**config.mk**
```make
export PLATFORM = sky130hd
export DESIGN_NAME = piso_serializer
export DESIGN_NICKNAME = d
export VERILOG_FILES = /design/src/rtl/piso_serializer_pkg.sv /design/src/rtl/piso_bit_timer.sv /design/src/rtl/piso_serializer.sv
export SDC_FILE = /design/constraint.sdc
export NUM_CORES = 1
export LEC_CHECK = 0
export ABC_CLOCK_PERIOD_IN_PS = 2009
export CAP_MARGIN = 10
export CORE_MARGIN = 5
export CORE_UTILIZATION = 40
export DETAILED_ROUTE_END_ITERATION = 10
export PLACE_DENSITY_LB_ADDON = 0.25
export REMOVE_ABC_BUFFERS = 1
export SYNTH_ARGS = -nofsm -noshare
export SYNTH_HDL_FRONTEND = slang
export SYNTH_SLANG_ARGS = --single-unit
```
**constraint.sdc**
```tcl
create_clock -name clk -period 2.01 [get_ports clk]
set_input_delay 0.3015 -clock clk [delete_from_list [all_inputs] [get_ports clk]]
set_output_delay 0.3015 -clock clk [all_outputs]
set_load 0.005 [all_outputs]
```
**src/rtl/piso_serializer_pkg.sv**
```systemverilog
// rtl/piso_serializer_pkg.sv - state enumeration and width helper for the serializer
package piso_serializer_pkg;

  typedef enum logic {
    IDLE  = 1'b0,
    SHIFT = 1'b1
  } state_e;

  // Smallest r with 2**r >= v; used to size the bit-index and cycle counters.
  function automatic int clog2(input int v);
    int r;
    r = 0;
    for (int i = 0; i < 31; i++) begin
      if ((1 << i) < v) r = i + 1;
    end
    return r;
  endfunction

endpackage

```
**src/rtl/piso_bit_timer.sv**
```systemverilog
// rtl/piso_bit_timer.sv - counts CLKS_PER_BIT cycles per bit and flags the last one
module piso_bit_timer #(
  parameter int CLKS_PER_BIT = 1,
  parameter int CW           = 1
) (
  input  logic clk,
  input  logic rst,
  input  logic clear,
  input  logic en,
  output logic bit_tick
);

  localparam logic [CW-1:0] LAST_CNT = CW'(CLKS_PER_BIT - 1);

  logic [CW-1:0] cnt_q, cnt_d;

  assign bit_tick = en && (cnt_q == LAST_CNT);

  // Counter restarts at 0 on a new word and after every tick, so it never wraps.
  always_comb begin
    cnt_d = '0;
    if (!clear && en && !bit_tick) begin
      cnt_d = cnt_q + 1'b1;
    end
  end

  always_ff @(posedge clk) begin
    if (rst) begin
      cnt_q <= '0;
    end else begin
      cnt_q <= cnt_d;
    end
  end

endmodule

```
**src/rtl/piso_serializer.sv**
```systemverilog
// rtl/piso_serializer.sv - parallel-in serial-out shifter with busy/done status
module piso_serializer
  import piso_serializer_pkg::*;
#(
  parameter int   WIDTH        = 8,
  parameter int   CLKS_PER_BIT = 1,
  parameter int   LSB_FIRST    = 1,
  parameter logic IDLE_LEVEL   = 1'b0
) (
  input  logic             clk,
  input  logic             rst,
  input  logic [WIDTH-1:0] data,
  input  logic             load,
  output logic             serial_out,
  output logic             busy,
  output logic             done
);

  localparam int BW = clog2(WIDTH + 1);
  localparam int CW = clog2(CLKS_PER_BIT + 1);
  localparam logic [BW-1:0] LAST_IDX = BW'(WIDTH - 1);

  state_e           state_q, state_d;
  logic [WIDTH-1:0] shreg_q, shreg_d;
  logic [BW-1:0]    bit_idx_q, bit_idx_d;
  logic             serial_q, serial_d;
  logic             done_q, done_d;
  logic             bit_tick;
  logic             frame_end;
  logic             start;

  // A load on the final edge of a frame is accepted, giving gapless back-to-back words.
  assign frame_end = (state_q == SHIFT) && bit_tick && (bit_idx_q == LAST_IDX);
  assign start     = load && ((state_q == IDLE) || frame_end);

  piso_bit_timer #(
    .CLKS_PER_BIT(CLKS_PER_BIT),
    .CW          (CW)
  ) u_bit_timer (
    .clk     (clk),
    .rst     (rst),
    .clear   (start),
    .en      (state_q == SHIFT),
    .bit_tick(bit_tick)
  );

  always_comb begin
    state_d   = state_q;
    shreg_d   = shreg_q;
    bit_idx_d = bit_idx_q;
    serial_d  = serial_q;
    done_d    = frame_end;
    if (start) begin
      state_d   = SHIFT;
      shreg_d   = data;
      bit_idx_d = '0;
      serial_d  = (LSB_FIRST != 0) ? data[0] : data[WIDTH-1];
    end else if (frame_end) begin
      state_d   = IDLE;
      shreg_d   = '0;
      bit_idx_d = '0;
      serial_d  = IDLE_LEVEL;
    end else if ((state_q == SHIFT) && bit_tick) begin
      shreg_d   = (LSB_FIRST != 0) ? (shreg_q >> 1) : (shreg_q << 1);
      bit_idx_d = bit_idx_q + 1'b1;
      serial_d  = (LSB_FIRST != 0) ? shreg_d[0] : shreg_d[WIDTH-1];
    end
  end

  always_ff @(posedge clk) begin
    if (rst) begin
      state_q   <= IDLE;
      shreg_q   <= '0;
      bit_idx_q <= '0;
      serial_q  <= IDLE_LEVEL;
      done_q    <= 1'b0;
    end else begin
      state_q   <= state_d;
      shreg_q   <= shreg_d;
      bit_idx_q <= bit_idx_d;
      serial_q  <= serial_d;
      done_q    <= done_d;
    end
  end

  assign serial_out = serial_q;
  assign busy       = (state_q == SHIFT);
  assign done       = done_q;

endmodule

```
### Word level (Yosys, flattened, before mapping)

Cells that the tools add are included.

| storage, ports and cells | value |
|---|---|
| register bits after elaboration | 16 |
| logic and storage cells | 33 |
| output and inout port bits | 3 |
| input bits | 11 |

| cells by class | value |
|---|---|
| bitwise logic cells | 3 |
| muxes and demuxes | 8 |
| reduce and logical (&&, ||, !) cells | 13 |
| equal/unequal tests | 1 |
| $add $sub $neg | 2 |

Operator list:

| kind | number |
|---|---|
| 8-bit two-way mux | 3 |
| 1-bit logical AND | 6 |
| 1-bit two-way mux | 5 |
| 4-bit by 1-bit adder with 4-bit output, second input constant | 1 |
| 4-bit by 3-bit == test with 1-bit output, second input constant | 1 |
| 1-bit inverter | 3 |
| 3-bit nonzero test | 1 |
| 3-bit OR reduction | 1 |
| 1-bit logical NOT | 2 |
| 2-bit nonzero test | 1 |
| 2-bit OR reduction | 1 |
| 1-bit adder, second input constant | 1 |
| 1-bit logical OR | 1 |

### Logic depth before layout (Yosys ltp)

| logic depth | value |
|---|---|
| depth after elaboration | 11 |
| mapped depth | 5 |
| mapped depth without buffers | 4 |

### By module

From an unflattened synthesis, not the netlist that was laid out.

| unflattened totals | value |
|---|---|
| cells, all modules | 80 |
| area, all modules | 709.4 µm² |

By module, submodules not included:

| module | cells an instance | instances | area an instance (µm²) | seq. area each (µm²) |
|---|---|---|---|---|
| piso_serializer | 77 | 1 | 671.9 | 280.3 |
| piso_bit_timer | 3 | 1 | 37.5 | 20.0 |

### Least setup slack after synthesis

OpenSTA, ideal clock, no wires.

| timing | value |
|---|---|
| kind | register to register |
| from | register bit_idx_q[0] |
| to | register bit_idx_q[0] |
| setup slack | 0.597 ns |
| required time | 1.915 ns |
| path buffers | 1 |
| cell stages (with the launch flop) | 6 |
| arrival time | 1.318 ns |
| setup time | 0.095 ns |
| clock period less this slack | 1.413 ns |
| cell sequence | dfxtp_1 -> ha_1 -> nand3b_4 -> buf_6 -> or3b_1 -> a221oi_1 |

| on the way | value |
|---|---|
| cells in the longest elaborated chain, start to end | 5 |
| elaborated cells on any way between the ends | 6 |
| classes of those cells | add/sub (1); eq/ne (1); reduce/logical (4) |

Ends and longest elaborated chain:

| what | line | RTL |
|---|---|---|
| start, declared | piso_serializer.sv:25 | `logic [BW-1:0] bit_idx_q, bit_idx_d;` |
| start signal, assigned | piso_serializer.sv:80 | `bit_idx_q <= bit_idx_d;` |
| 4-bit by 3-bit == test with 1-bit output | piso_serializer.sv:33 | `assign frame_end = (state_q == SHIFT) && bit_tick && (bit_idx_q == LAST_IDX);` |
| 1-bit logical AND | piso_serializer.sv:33 |  |
| 1-bit logical OR | piso_serializer.sv:34 | `assign start = load && ((state_q == IDLE) \|\| frame_end);` |
| 1-bit logical AND | piso_serializer.sv:34 |  |
| 3-bit OR reduction (no line) | -- |  |

Parallel ways exist; a longest one is shown, timed or not.
A chain may end at the register's enable or synchronous reset.

### Worst setup path in the final report

| timing | value |
|---|---|
| from | register state_q (netlist: busy) |
| to | output port busy |

RTL lines:

| what | line | RTL |
|---|---|---|
| start, declared | piso_serializer.sv:23 | `state_e state_q, state_d;` |
| start signal, assigned | piso_serializer.sv:78 | `state_q <= state_d;` |
| end, declared | piso_serializer.sv:15 | `output logic busy,` |

No word-level cell between the ends.

==> impl_metrics.py <==
metrics = {
    "synthesis": {
        "synth_most_common_cell": "dfxtp_1",
        "yosys_most_used_dff": "dfxtp_1",
        "synth_cell_types": 28,
        "yosys.area.top_type": "dfxtp_1",
        "synth_enable_flop_cells": 0,
        "synth_common_cells": "dfxtp_1, nand3_1, nand4b_1",
        "synthArstFlopShare": 0,
        "ys_ff_latch": 15,
        "yosysWarnings": 0,
        "syn_area_um2": 739.5,
        "yosys-top-cells-area": "dfxtp_1, nand4b_1, o211ai_1, a31oi_1, nand3_1",
        "avgSynthCellArea_um2": 9.480,
        "netlist_instances": 78,
        "yosysTopAreaCellShare": 0.4061,
        "ys_seq_area_frac": 0.4061,
    },
    "route": {
        "wl_per_cell_um": 14.38,
        "viasPerCell": 5.771,
        "ant_nets": 0,
        "drc": 0,
        "num_vias": 681,
        "drt_first_pass_iters": 4,
        "dr.first_iter.drc_count": 19,
        "wirelength_mm": 1.697,
    },
    "worst_hold_path": {
        "hp-class": "reg -> reg",
        "holdCritStartpoint": "shreg_q[5]",
        "worstHoldPathCells": 2,
        "whs_endpoint": "shreg_q[5]",
    },
    "setup_path": {
        "ff2ff_setup_slack_ns": 0.48,
        "cp_num_buf_inv": 2,
        "slowest_delay_ns": 0.50,
        "worstSetupEndpointType": "primary output",
        "cp_data_required_time_ns": 1.71,
        "cp_data_arrival_time_ns": 1.44,
        "path_class": "reg -> out",
        "crit_chain": "buf_4 > clkdlybuf4s50_1",
        "worst-r2r-cell-count": 3,
        "cp_slowest_cell": "clkdlybuf4s50_1",
        "reg2reg_to": "bit_idx_q[3]",
        "worstReg2RegStart": "u_bit_timer.cnt_q",
        "cp_max_fo": 8,
        "cp_top_family": "buffers and inverters",
        "start_kind": "register",
    },
    "timing": {
        "skew_ns": 0.001745,
        "rsz0062_at_grt": "false",
        "setup_tns_ns": 0,
        "period_needed_ns": 1.745,
        "fmax_ghz": 0.5731,
        "holdWs_ns": 0.4838,
        "min_period_over_period": 0.8682,
        "drv_slew": 0,
        "finalSetupViolations": 0,
        "hold_violations": 0,
    },
    "power_and_ir_drop": {
        "p_leak_uw": 0.0003529,
        "powerDensity_mw_per_mm2": 620.0,
        "peakVddDrop_mv": 0.3486,
    },
    "run": {
        "drv_cap": 0,
    },
    "clock_tree": {
        "holdBufCountCts": 0,
        "tritoncts": "done",
        "postCtsSetupRepairBufs": 0,
        "htreeDepth": 1,
        "clock-sinks": 15,
        "clockRootBuffer": "clkbuf_4",
        "cts_buffer_depth": 2,
        "cts.clk_slew.worst_paths_ns": 0.09,
        "ctsResizeCount": 0,
        "numCtsBuffers": 3,
        "clk_latency_ns": 0.28,
    },
    "global_route": {
        "grt_pass1_vias": 622,
        "antenna_found_initial": 0,
        "grt_overflow": 0,
        "grt_usage": 0.1367,
        "grt_pass1_wl_mm": 2.822,
        "grt_max_degree": 14,
    },
    "floorplan": {
        "core_mm2": 0.001745,
        "die_area_mm2": 0.002808,
        "fp.dieW_um": 53.00,
        "die_h_um": 53.00,
        "num_rows": 15,
        "ios": 14,
        "start_util": 0.4237,
    },
    "placement": {
        "io_buffers": 13,
        "dp.final_hpwl_mm": 1.168,
        "gp_congestion": 0.7505,
    },
    "layout": {
        "fin_nets": 106,
        "drive_gt1_frac": 0.1290,
        "n_antenna_cell": 0,
        "syn2layout_area_growth_pct": 26.23,
    },
    "outcome": {
        "status": "complete, no violations",
    },
}
[report_power, final]
part           switching [µW]  leakage (µW)  internal (µW)  total, µW
combinational            36.8      0.000215           46.9       83.7
sequential               11.6      0.000123            311        322
clock                    95.8     0.0000150           77.0        173
total                     144      0.000353            434        579
[worst register-to-register path, stage by stage, from the launching register on]
cell and delay, ns:
dfxtp_1 0.41, nand2b_1 0.27, or4b_1 0.55, a221oi_2 0.21
[through the flow]
stage / setup slack, ns / cell area, µm² / utilization / std cells / power (µW)
finish: 0.2650 / 933.4 / 0.5348 / 118 / 578.7
global route: 0.1631 / 933.4 / 0.5348 / 118 / 615.0
CTS: 0.2301 / 933.4 / 0.5348 / 118 / 588.7
detailed placement: 0.4674 / 907.1 / 0.5197 / 114 / 412.9
global placement: 0.4794 / 907.1 / 0.5197 / 114 / 411.9
floorplan: 0.3919 / 700.7 / - / 70 / 358.7
[layout by cell type, fill, tap and decap left out, types with 2 or more instances in the layout]
| cell type | n |
|---|---|
| dfxtp_1 | 15 |
| clkdlybuf4s50_1 | 13 |
| nand3_1 | 8 |
| nand4b_1 | 8 |
| o211ai_1 | 7 |
| a31oi_1 | 7 |
| buf_4 | 6 |
| inv_1 | 3 |
| clkbuf_4 | 3 |
| nand2b_1 | 2 |
| o21ai_0 | 2 |
| nand2_1 | 2 |
| a221oi_1 | 2 |
[logic make-up (layout without fill, tap and decap cells)]
logic type,after synthesis,count (layout),synth area share
XOR/XNOR,1,1,0.01185
buffers and inverters,11,26,0.06767
AO/OA/AOI/OAI,22,22,0.2183
other,1,1,0.005071
adder cells (fa/ha/maj),1,1,0.01692
AND/OR/NAND/NOR,27,27,0.2741
flip-flops,15,15,0.4061
[registers in the layout (all words and copies together) (netlist names)]
name / count
u_bit_timer.cnt_q: 1
bit_idx_q: 4
done: 1
shreg_q: 8
busy: 1
[cell type report]
cell class / instances / area [µm²]
clock buffer: 4 / 26.28
fill: 172 / 812.0
inverter: 3 / 11.26
multi-input combinational: 52 / 389.1
sequential: 15 / 300.3
tap: 25 / 31.28
timing repair buffer: 19 / 175.2
[worst max-delay path by stage]
stage / from / slack (ns) / depth (start not counted) / to
2_1_floorplan: busy / 0.39 / 3 / bit_idx_q[3]
5_1_grt: busy / 0.16 / 2 / busy
6_report: busy / 0.26 / 2 / busy
3_3_place_gp: load / 0.48 / 4 / shreg_q[7]
3_5_place_dp: load / 0.47 / 4 / shreg_q[7]
4_1_cts: busy / 0.23 / 2 / busy
[layer usage]
metal	GRT usage	part of all wire
met1	0.1681	0.46
met2	0.2252	0.46
met3	0.05352	0.072
met4	0.02553	0.0071
met5	0	0
Note: power is estimated with default switching activity, not from simulation.
